`src/rtl/floo_axis_flit_unpacker.sv`:
```
`default_nettype none
// ============================================================================
// floo_axis_flit_unpacker : splits packed AXI-Stream beats into request and
// response flit FIFOs and tracks the far-end ready flags.
// Optional feature macro: FLOO_UNPACKER_STATS_EN (per-channel push counters).
// Revision: 1.0
// ============================================================================

module floo_axis_unpacker_fifo #(
   parameter int unsigned Width = 64,
   parameter int unsigned Depth = 4,
   localparam int unsigned PtrWidth = $clog2(Depth)
) (
   input  logic                clk_i,
   input  logic                rst_i,
   input  logic                push_i,
   input  logic [Width-1:0]    data_i,
   input  logic                pop_i,
   output logic [Width-1:0]    data_o,
   output logic [PtrWidth:0]   count_o
);

   logic [Width-1:0]    mem_q [Depth];
   logic [PtrWidth-1:0] wr_ptr_q, wr_ptr_d;
   logic [PtrWidth-1:0] rd_ptr_q, rd_ptr_d;
   logic [PtrWidth:0]   count_q, count_d;

   always_comb begin
      wr_ptr_d = wr_ptr_q;
      rd_ptr_d = rd_ptr_q;
      count_d  = count_q;
      if (push_i) begin
         wr_ptr_d = wr_ptr_q + 1'b1;
      end
      if (pop_i) begin
         rd_ptr_d = rd_ptr_q + 1'b1;
      end
      // A simultaneous push and pop leaves the occupancy unchanged.
      if (push_i && !pop_i) begin
         count_d = count_q + 1'b1;
      end else if (!push_i && pop_i) begin
         count_d = count_q - 1'b1;
      end
   end

   always_ff @(posedge clk_i) begin
      if (rst_i) begin
         wr_ptr_q <= '0;
         rd_ptr_q <= '0;
         count_q  <= '0;
      end else begin
         wr_ptr_q <= wr_ptr_d;
         rd_ptr_q <= rd_ptr_d;
         count_q  <= count_d;
      end
   end

   always_ff @(posedge clk_i) begin
      if (push_i) begin
         mem_q[wr_ptr_q] <= data_i;
      end
   end

   assign data_o  = mem_q[rd_ptr_q];
   assign count_o = count_q;

endmodule

module floo_axis_flit_unpacker #(
   parameter int unsigned ReqDataWidth = 64,
   parameter int unsigned RspDataWidth = 64,
   parameter int unsigned FifoDepth    = 4,
   localparam int unsigned TdataWidth  = 8 * ((ReqDataWidth + RspDataWidth + 4 + 7) / 8)
) (
   input  logic                    clk_i,
   input  logic                    rst_i,
   input  logic [TdataWidth-1:0]   axis_tdata_i,
   input  logic                    axis_tvalid_i,
   output logic                    axis_tready_o,
   output logic [ReqDataWidth-1:0] req_data_o,
   output logic                    req_valid_o,
   input  logic                    req_ready_i,
   output logic [RspDataWidth-1:0] rsp_data_o,
   output logic                    rsp_valid_o,
   input  logic                    rsp_ready_i,
`ifdef FLOO_UNPACKER_STATS_EN
   output logic [15:0]             stat_req_cnt_o,
   output logic [15:0]             stat_rsp_cnt_o,
`endif
   output logic                    remote_req_ready_o,
   output logic                    remote_rsp_ready_o
);

   localparam int unsigned CNT_W         = $clog2(FifoDepth) + 1;
   localparam int unsigned RSP_READY_BIT = 0;
   localparam int unsigned RSP_VALID_BIT = 1;
   localparam int unsigned RSP_DATA_LSB  = 2;
   localparam int unsigned REQ_READY_BIT = RspDataWidth + 2;
   localparam int unsigned REQ_VALID_BIT = RspDataWidth + 3;
   localparam int unsigned REQ_DATA_LSB  = RspDataWidth + 4;
   localparam int unsigned PAYLOAD_W     = ReqDataWidth + RspDataWidth + 4;
   localparam logic [CNT_W-1:0] FULL_CNT = CNT_W'(FifoDepth);

   logic                    w_accept;
   logic                    w_req_push, w_rsp_push;
   logic                    w_req_pop, w_rsp_pop;
   logic [CNT_W-1:0]        w_req_count, w_rsp_count;
   logic [ReqDataWidth-1:0] w_req_in;
   logic [RspDataWidth-1:0] w_rsp_in;
   logic                    remote_req_ready_q, remote_rsp_ready_q;

   if (TdataWidth > PAYLOAD_W) begin : g_pad
      logic pad_unused;
      assign pad_unused = ^axis_tdata_i[TdataWidth-1:PAYLOAD_W];
   end

   assign w_req_in = axis_tdata_i[REQ_DATA_LSB +: ReqDataWidth];
   assign w_rsp_in = axis_tdata_i[RSP_DATA_LSB +: RspDataWidth];

   // Outputs are forced low while reset is held so no stale flit can escape.
   assign axis_tready_o = !rst_i && (w_req_count < FULL_CNT) && (w_rsp_count < FULL_CNT);
   assign req_valid_o   = !rst_i && (w_req_count != '0);
   assign rsp_valid_o   = !rst_i && (w_rsp_count != '0);

   assign w_accept   = axis_tvalid_i && axis_tready_o;
   assign w_req_push = w_accept && axis_tdata_i[REQ_VALID_BIT];
   assign w_rsp_push = w_accept && axis_tdata_i[RSP_VALID_BIT];
   assign w_req_pop  = req_valid_o && req_ready_i;
   assign w_rsp_pop  = rsp_valid_o && rsp_ready_i;

   floo_axis_unpacker_fifo #(
      .Width (ReqDataWidth),
      .Depth (FifoDepth)
   ) i_req_fifo (
      .clk_i   (clk_i),
      .rst_i   (rst_i),
      .push_i  (w_req_push),
      .data_i  (w_req_in),
      .pop_i   (w_req_pop),
      .data_o  (req_data_o),
      .count_o (w_req_count)
   );

   floo_axis_unpacker_fifo #(
      .Width (RspDataWidth),
      .Depth (FifoDepth)
   ) i_rsp_fifo (
      .clk_i   (clk_i),
      .rst_i   (rst_i),
      .push_i  (w_rsp_push),
      .data_i  (w_rsp_in),
      .pop_i   (w_rsp_pop),
      .data_o  (rsp_data_o),
      .count_o (w_rsp_count)
   );

   always_ff @(posedge clk_i) begin
      if (rst_i) begin
         remote_req_ready_q <= 1'b0;
         remote_rsp_ready_q <= 1'b0;
      end else if (w_accept) begin
         remote_req_ready_q <= axis_tdata_i[REQ_READY_BIT];
         remote_rsp_ready_q <= axis_tdata_i[RSP_READY_BIT];
      end
   end

   assign remote_req_ready_o = remote_req_ready_q;
   assign remote_rsp_ready_o = remote_rsp_ready_q;

`ifdef FLOO_UNPACKER_STATS_EN
   logic [15:0] stat_req_q, stat_req_d;
   logic [15:0] stat_rsp_q, stat_rsp_d;

   // Saturating push counters.
   always_comb begin
      stat_req_d = stat_req_q;
      stat_rsp_d = stat_rsp_q;
      if (w_req_push && (stat_req_q != 16'hFFFF)) begin
         stat_req_d = stat_req_q + 16'd1;
      end
      if (w_rsp_push && (stat_rsp_q != 16'hFFFF)) begin
         stat_rsp_d = stat_rsp_q + 16'd1;
      end
   end

   always_ff @(posedge clk_i) begin
      if (rst_i) begin
         stat_req_q <= 16'd0;
         stat_rsp_q <= 16'd0;
      end else begin
         stat_req_q <= stat_req_d;
         stat_rsp_q <= stat_rsp_d;
      end
   end

   assign stat_req_cnt_o = stat_req_q;
   assign stat_rsp_cnt_o = stat_rsp_q;
`endif

endmodule
`default_nettype wire

```
`config.mk`:
```
export PLATFORM = sky130hd
export DESIGN_NAME = floo_axis_flit_unpacker
export DESIGN_NICKNAME = d
export VERILOG_FILES = /design/src/rtl/floo_axis_flit_unpacker.sv
export SDC_FILE = /design/constraint.sdc
export NUM_CORES = 1
export LEC_CHECK = 0
export CORE_ASPECT_RATIO = 2
export CORE_MARGIN = 3
export CORE_UTILIZATION = 58
export DETAILED_ROUTE_END_ITERATION = 12
export PLACE_DENSITY = 0.91
export REMOVE_ABC_BUFFERS = 1
export SYNTH_ARGS = -nofsm -noshare
export SYNTH_HDL_FRONTEND = slang
export SYNTH_SLANG_ARGS = --single-unit
```
`constraint.sdc`:
```
create_clock -name clk_i -period 8.22 [get_ports clk_i]
set_input_delay 1.644 -clock clk_i [delete_from_list [all_inputs] [get_ports clk_i]]
set_output_delay 1.644 -clock clk_i [all_outputs]
set_load 0.005 [all_outputs]
```
==> impl_metrics.py, run 1 <==
metrics = {
    "die": {
        "start_util": 0.5899,
        "pin_count": 274,
        "fp.dieW_microns": 135.6,
        "die-area_sq_um": 35980,
        "fp.dieH_microns": 265.3,
        "coreArea_sq_um": 33050,
        "rows": 94,
    },
    "placed_design": {
        "place_area_sq_um": 22600,
        "gp_congestion": 0.7287,
        "portBuffers": 269,
        "hpwl_mm": 23.70,
    },
    "final_layout": {
        "nFillCells": 1781,
        "fin_area_sq_um": 23960,
        "mostFrequentLayoutCell": "edfxtp_1",
        "nets": 1218,
        "area_delta_synth_final_pct": 22.91,
        "layout_common_cells": "512 x edfxtp_1, 269 x clkdlybuf4s50_1, 128 x mux4_2",
        "drive_gt1_frac": 0.2015,
    },
    "detailed_routing": {
        "viasPerCell": 5.850,
        "drc": 0,
        "route.final.wire_length_mm": 38.09,
        "first_pass_iters": 4,
        "via_count": 8962,
        "wl_per_cell_microns": 24.86,
        "drt_iter0_drc": 657,
        "antenna_left": 0,
    },
    "timing": {
        "drv_slew": 0,
        "tightest_slew_ps": 1098,
        "timing.final.crit_share": 0.6151,
        "rsz0062_at_grt": "no",
        "hold_viol": 0,
        "finalSetupViolCount": 0,
        "fin_tns_setup_ps": 0,
        "max_slew_margin": 0.2683,
        "fin_skew_ps": 13.72,
        "fin_hold_ws_ps": 525.2,
        "fin_crit_ps": 5056,
        "max_freq_ghz": 0.1978,
    },
    "worst_setup_path": {
        "reg2reg_from": "i_req_fifo.count_o[2]$_SDFFE_PP0P_",
        "cp_cell_sequence": "clkdlybuf4s50_1 -> nor3_1 -> clkdlybuf4s50_1",
        "max_stage_delay_ps": 870,
        "critPathSlowestCell": "clkdlybuf4s50_1",
        "cp.required_ps": 6580,
        "cpMostUsedCell": "clkdlybuf4s50_1",
        "critPathKind": "in2out",
        "crit_path_start_kind": "primary input",
        "worst-path-max-fanout": 24,
        "critPathArrivalTime_ps": 3410,
        "worstSetupEndpointType": "primary output",
        "crit_start": "rst_i",
        "path_buf_inv": 2,
        "cpLargestDelayFamily": "buffers and inverters",
    },
    "grt": {
        "met1_usage": 0.2560,
        "grt_overflow_total": 0,
        "busiest_layer": "met2",
        "grt_use_met2": 0.3875,
        "grt_pass1_wl_mm": 58.65,
        "grt.met3_usage": 0.05564,
        "antenna_found_initial": 3,
        "track_usage": 0.2181,
        "grt_max_degree": 65,
        "grt_pass1_vias": 9927,
    },
    "hold_path": {
        "hp-class": "reg2reg",
        "hp-start": "i_rsp_fifo.wr_ptr_q[0]$_SDFFE_PP0P_",
    },
    "clock_network": {
        "cts_tree": "done",
        "numCtsBuffers": 42,
        "cts.repair.resized": 0,
        "clk_path_buf_depth": 3,
        "cts_max_level": 2,
        "cts_sinks": 532,
        "worst_skew_pair.late_latency_ps": 540,
        "postCtsHoldBufs": 0,
        "cts_root_buf": "clkbuf_16",
        "clkSlewWorstSetupHoldPaths_ps": 60,
        "cts_setup_buffers": 0,
    },
    "logic_synthesis": {
        "yosys_warnings": 0,
        "async_reset_ff_frac": 0,
        "synth_flop_cell": "edfxtp_1",
        "yosysSeqAreaShare": 0.8092,
        "yosys_register_bits": 532,
        "synth_edf_count": 512,
        "syn_inst": 771,
        "syn_avg_cell_area_sq_um": 25.29,
        "syn_area_sq_um": 19490,
        "yosysUniqueCellTypes": 28,
    },
    "flow_run": {
        "drv_cap": 0,
    },
    "power": {
        "p_leak_uw": 0.007498,
        "ir_drop_mv": 0.2961,
        "power_density_nw_per_um2": 257.3,
    },
    "outcome": {
        "outcome": "finished clean",
    },
}
[worst register-to-register path: stages, from the launching register on]
cell,delay [ps]
dfxtp_1,410
nor4b_4,730
and3_2,1020
buf_4,570
[metrics by stage]
step           std cells  setup WS [ps]  total power (uW)    util
2_1_floorplan        740           3189              3714       -
3_3_place_gp        1453           2983              4230  0.6838
3_5_place_dp        1453           2869              4262  0.6838
4_1_cts             1529           3157              6244  0.7248
5_1_grt             1532           3022              6397  0.7250
6_report            1532           3164              6166  0.7250
[area by class of cell]
| class | instances | area [sq um] | area share |
|---|---|---|---|
| antenna | 3 | 7.507 | 0.0003133 |
| clock buffer | 53 | 1156 | 0.04825 |
| clock inverter | 23 | 198.9 | 0.008302 |
| inverter | 6 | 22.52 | 0.0009399 |
| multi-input combinational | 202 | 3468 | 0.1447 |
| sequential | 532 | 15790 | 0.6588 |
| tap | 432 | 540.5 | 0.02256 |
| timing repair buffer | 281 | 2783 | 0.1161 |
[per-layer routing]
layer | up-vias | part of all wire
met5 | - | 0
met3 | 81 | 0.078
li1 | 3879 | -
met4 | 0 | 0.033
met1 | 4625 | 0.34
met2 | 377 | 0.55
[registers in the layout, summed over array words and instances, names as in the netlist, named ones only]
signal               flops
i_rsp_fifo.rd_ptr_q      2
remote_req_ready_o       1
i_rsp_fifo.wr_ptr_q      2
i_req_fifo.count_o       3
remote_rsp_ready_o       1
i_req_fifo.rd_ptr_q      2
i_req_fifo.mem_q       256
i_req_fifo.wr_ptr_q      2
i_rsp_fifo.count_o       3
i_rsp_fifo.mem_q       256
[cell usage after synthesis, types with 3 or more instances]
cell | instances | area share
clkbuf_1 | 4 | 0.00077
edfxtp_1 | 512 | 0.79
inv_1 | 6 | 0.0012
buf_6 | 13 | 0.0075
nand3_1 | 4 | 0.0010
mux2i_1 | 4 | 0.0021
nor3_1 | 3 | 0.00077
ha_1 | 10 | 0.0064
dfxtp_1 | 20 | 0.021
xor2_1 | 8 | 0.0036
nor2_1 | 14 | 0.0027
buf_2 | 12 | 0.0031
mux4_2 | 128 | 0.15
and3_1 | 6 | 0.0019
o31ai_1 | 4 | 0.0015
[kinds of logic after synthesis]
kind of cell / share of synthesized area
xor+xnor: 0.003594
mux: 0.1499
simple gates: 0.01117
fa+ha+maj: 0.008472
buf+inv: 0.01328
compound gates: 0.004365
flops: 0.8092
[worst paths after layout]
path	to	slack, ps	depth (start not counted)
hold reg to reg	i_rsp_fifo.wr_ptr_q[0]$_SDFFE_PP0P_	530	2
hold / removal	i_rsp_fifo.wr_ptr_q[0]$_SDFFE_PP0P_	530	2
setup reg to reg	i_rsp_fifo.mem_q[2][26]$_DFFE_PP_	5120	3
setup / recovery	axis_tready_o	3160	3
[power by group]
group	switching [uW]	total (uW)	internal, uW	leakage (uW)
clock network	875	1970	1100	0.000654
logic	381	1040	658	0.00206
registers	97.8	3160	3060	0.00479
Note: power is estimated with default switching activity, not from simulation.
==> run 2: changes to the inputs <==
- CORE_UTILIZATION: 58 -> 49
- PLACE_DENSITY: 0.91 -> 0.83
- clock period: 8.22 -> 4.2 ns (I/O delays scaled with it)
==> impl_metrics.py, run 2 (synthesis results as in run 1) <==
metrics = {
    "power": {
        "p_leak_uw": 0.007686,
        "ir_drop_mv": 0.4588,
        "p_total_uw": 12170,
        "power_density_nw_per_um2": 497.1,
    },
    "timing": {
        "setup_ws_ps": 743.5,
        "rsz0062_at_grt": "no",
        "timing.final.crit_share": 0.8230,
        "max_slew_margin": 0.5360,
        "max_freq_ghz": 0.2893,
        "fin_tns_setup_ps": 0,
        "drv_slew": 0,
        "fin_crit_ps": 3456,
        "finalSetupViolCount": 0,
        "tightest_slew_ps": 696.0,
        "hold_viol": 0,
        "fin_skew_ps": 15.52,
    },
    "placed_design": {
        "portBuffers": 269,
        "pre_cts_slack_ps": 709.1,
        "hpwl_mm": 24.38,
        "gp_congestion": 0.7296,
        "place_area_sq_um": 23100,
    },
    "final_layout": {
        "nets": 1240,
        "top_regs": "i_req_fifo.mem_q: 256 flops, i_rsp_fifo.mem_q: 256 flops",
        "fin_area_sq_um": 24490,
        "area_delta_synth_final_pct": 25.60,
        "mostFrequentLayoutCell": "edfxtp_1",
        "drive_gt1_frac": 0.2194,
        "nFillCells": 2643,
        "layout_common_cells": "512 x edfxtp_1, 269 x clkdlybuf4s50_1, 128 x mux4_2",
        "fin_util": 0.6270,
    },
    "grt": {
        "grt_overflow_total": 0,
        "grt_max_degree": 65,
        "grt_pass1_wl_mm": 57.18,
        "track_usage": 0.1761,
        "antenna_found_initial": 4,
        "grt_pass1_vias": 9643,
    },
    "worst_setup_path": {
        "worstSetupEndpointType": "primary output",
        "rr_worst_depth": 8,
        "crit_end": "rsp_data_o[24]",
        "crit_path_start_kind": "flop",
        "worst-path-max-fanout": 26,
        "reg2reg_from": "i_rsp_fifo.count_o[2]$_SDFFE_PP0P_",
        "r2r_end": "i_rsp_fifo.count_o[2]$_SDFFE_PP0P_",
        "cp.required_ps": 3360,
        "critPathArrivalTime_ps": 2620,
        "critPathKind": "reg2out",
        "r2r_slack_ps": 1600,
    },
    "clock_network": {
        "cts_root_buf": "clkbuf_16",
        "cts_setup_buffers": 0,
        "worst_skew_pair.late_latency_ps": 550,
        "clkSlewWorstSetupHoldPaths_ps": 70,
        "numCtsBuffers": 43,
        "postCtsHoldBufs": 0,
        "cts_tree": "done",
        "clk_path_buf_depth": 3,
        "cts_sinks": 532,
        "cts.repair.resized": 0,
        "cts_max_level": 2,
    },
    "detailed_routing": {
        "viasPerCell": 5.429,
        "route.final.wire_length_mm": 37.19,
        "met2WireLength_mm": 20.43,
        "top_layer": "met4",
        "drc": 0,
        "route.met3.wl_mm": 2.569,
        "antenna_left": 0,
        "via_count": 8930,
        "wl_met1_mm": 13.14,
        "first_pass_iters": 4,
        "drt_iter0_drc": 447,
        "wl_per_cell_microns": 22.61,
    },
    "die": {
        "start_util": 0.4992,
        "coreArea_sq_um": 39050,
        "fp.dieH_microns": 288.1,
        "die-area_sq_um": 42360,
        "rows": 102,
        "fp.dieW_microns": 147.0,
        "pin_count": 274,
    },
    "flow_run": {
        "drv_cap": 0,
    },
    "outcome": {
        "outcome": "finished clean",
    },
    "hold_path": {
        "hp-class": "reg2reg",
    },
}
## run 2: changes by cell type in the layout (fill, tap and decap cells not counted), sizes merged
cell and change:
buf +21, clkinvlp -3, diode +1, bufinv +1, clkinv +3, clkbuf -3, inv +5
## run 2: stage by stage
| stage | std cells | hold WS [ps] |
|---|---|---|
| finish | 1645 | 505.1 |
| floorplan | 740 | 484.7 |
| detailed placement | 1562 | 486.2 |
| CTS | 1641 | 502.6 |
| global placement | 1562 | 478.6 |
| global route | 1643 | 546.3 |
## run 2: power breakdown
part / switching, uW / internal, uW / leakage, uW
Sequential: 155 / 5980 / 0.00479
Clock: 1760 / 2150 / 0.000676
Combinational: 782 / 1340 / 0.00222
Total: 2690 / 9480 / 0.00769
## run 2: how the worst min path moves through the flow
stage | slack [ps] | cells after the start | end | startpoint
2_1_floorplan | 480 | 2 | flop | i_rsp_fifo.rd_ptr_q[1]$_SDFFE_PP0P_
3_3_place_gp | 480 | 2 | remote_rsp_ready_o$_SDFFE_PP0N_ | remote_rsp_ready_o$_SDFFE_PP0N_
4_1_cts | 500 | 2 | remote_rsp_ready_o$_SDFFE_PP0N_ | remote_rsp_ready_o$_SDFFE_PP0N_
5_1_grt | 550 | 2 | remote_rsp_ready_o$_SDFFE_PP0N_ | remote_rsp_ready_o$_SDFFE_PP0N_
6_report | 510 | 2 | remote_rsp_ready_o$_SDFFE_PP0N_ | remote_rsp_ready_o$_SDFFE_PP0N_
3_5_place_dp | 490 | 2 | remote_rsp_ready_o$_SDFFE_PP0N_ | remote_rsp_ready_o$_SDFFE_PP0N_
## run 2: worst max-delay path, cell delays in order (launching register included)
cell and delay (ps):
dfxtp_4 690, buf_4 330, mux4_2 530, clkdlybuf4s50_1 520
## run 2: area by class of cell
type,instances,area [sq um],area share
multi-input combinational,202,3468,0.1416
sequential,532,15790,0.6447
clock inverter,29,269.0,0.01099
inverter,6,22.52,0.0009198
timing repair buffer,302,3178,0.1298
tap,520,650.6,0.02657
clock buffer,50,1102,0.04502
antenna,4,10.01,0.0004088
## run 2: per-layer routing
metal	vias to the layer above	global-route usage
met5	-	0
li1	3920	-
met4	0	0.06066
met3	63	0.04646
met1	4631	0.2066
met2	316	0.3143
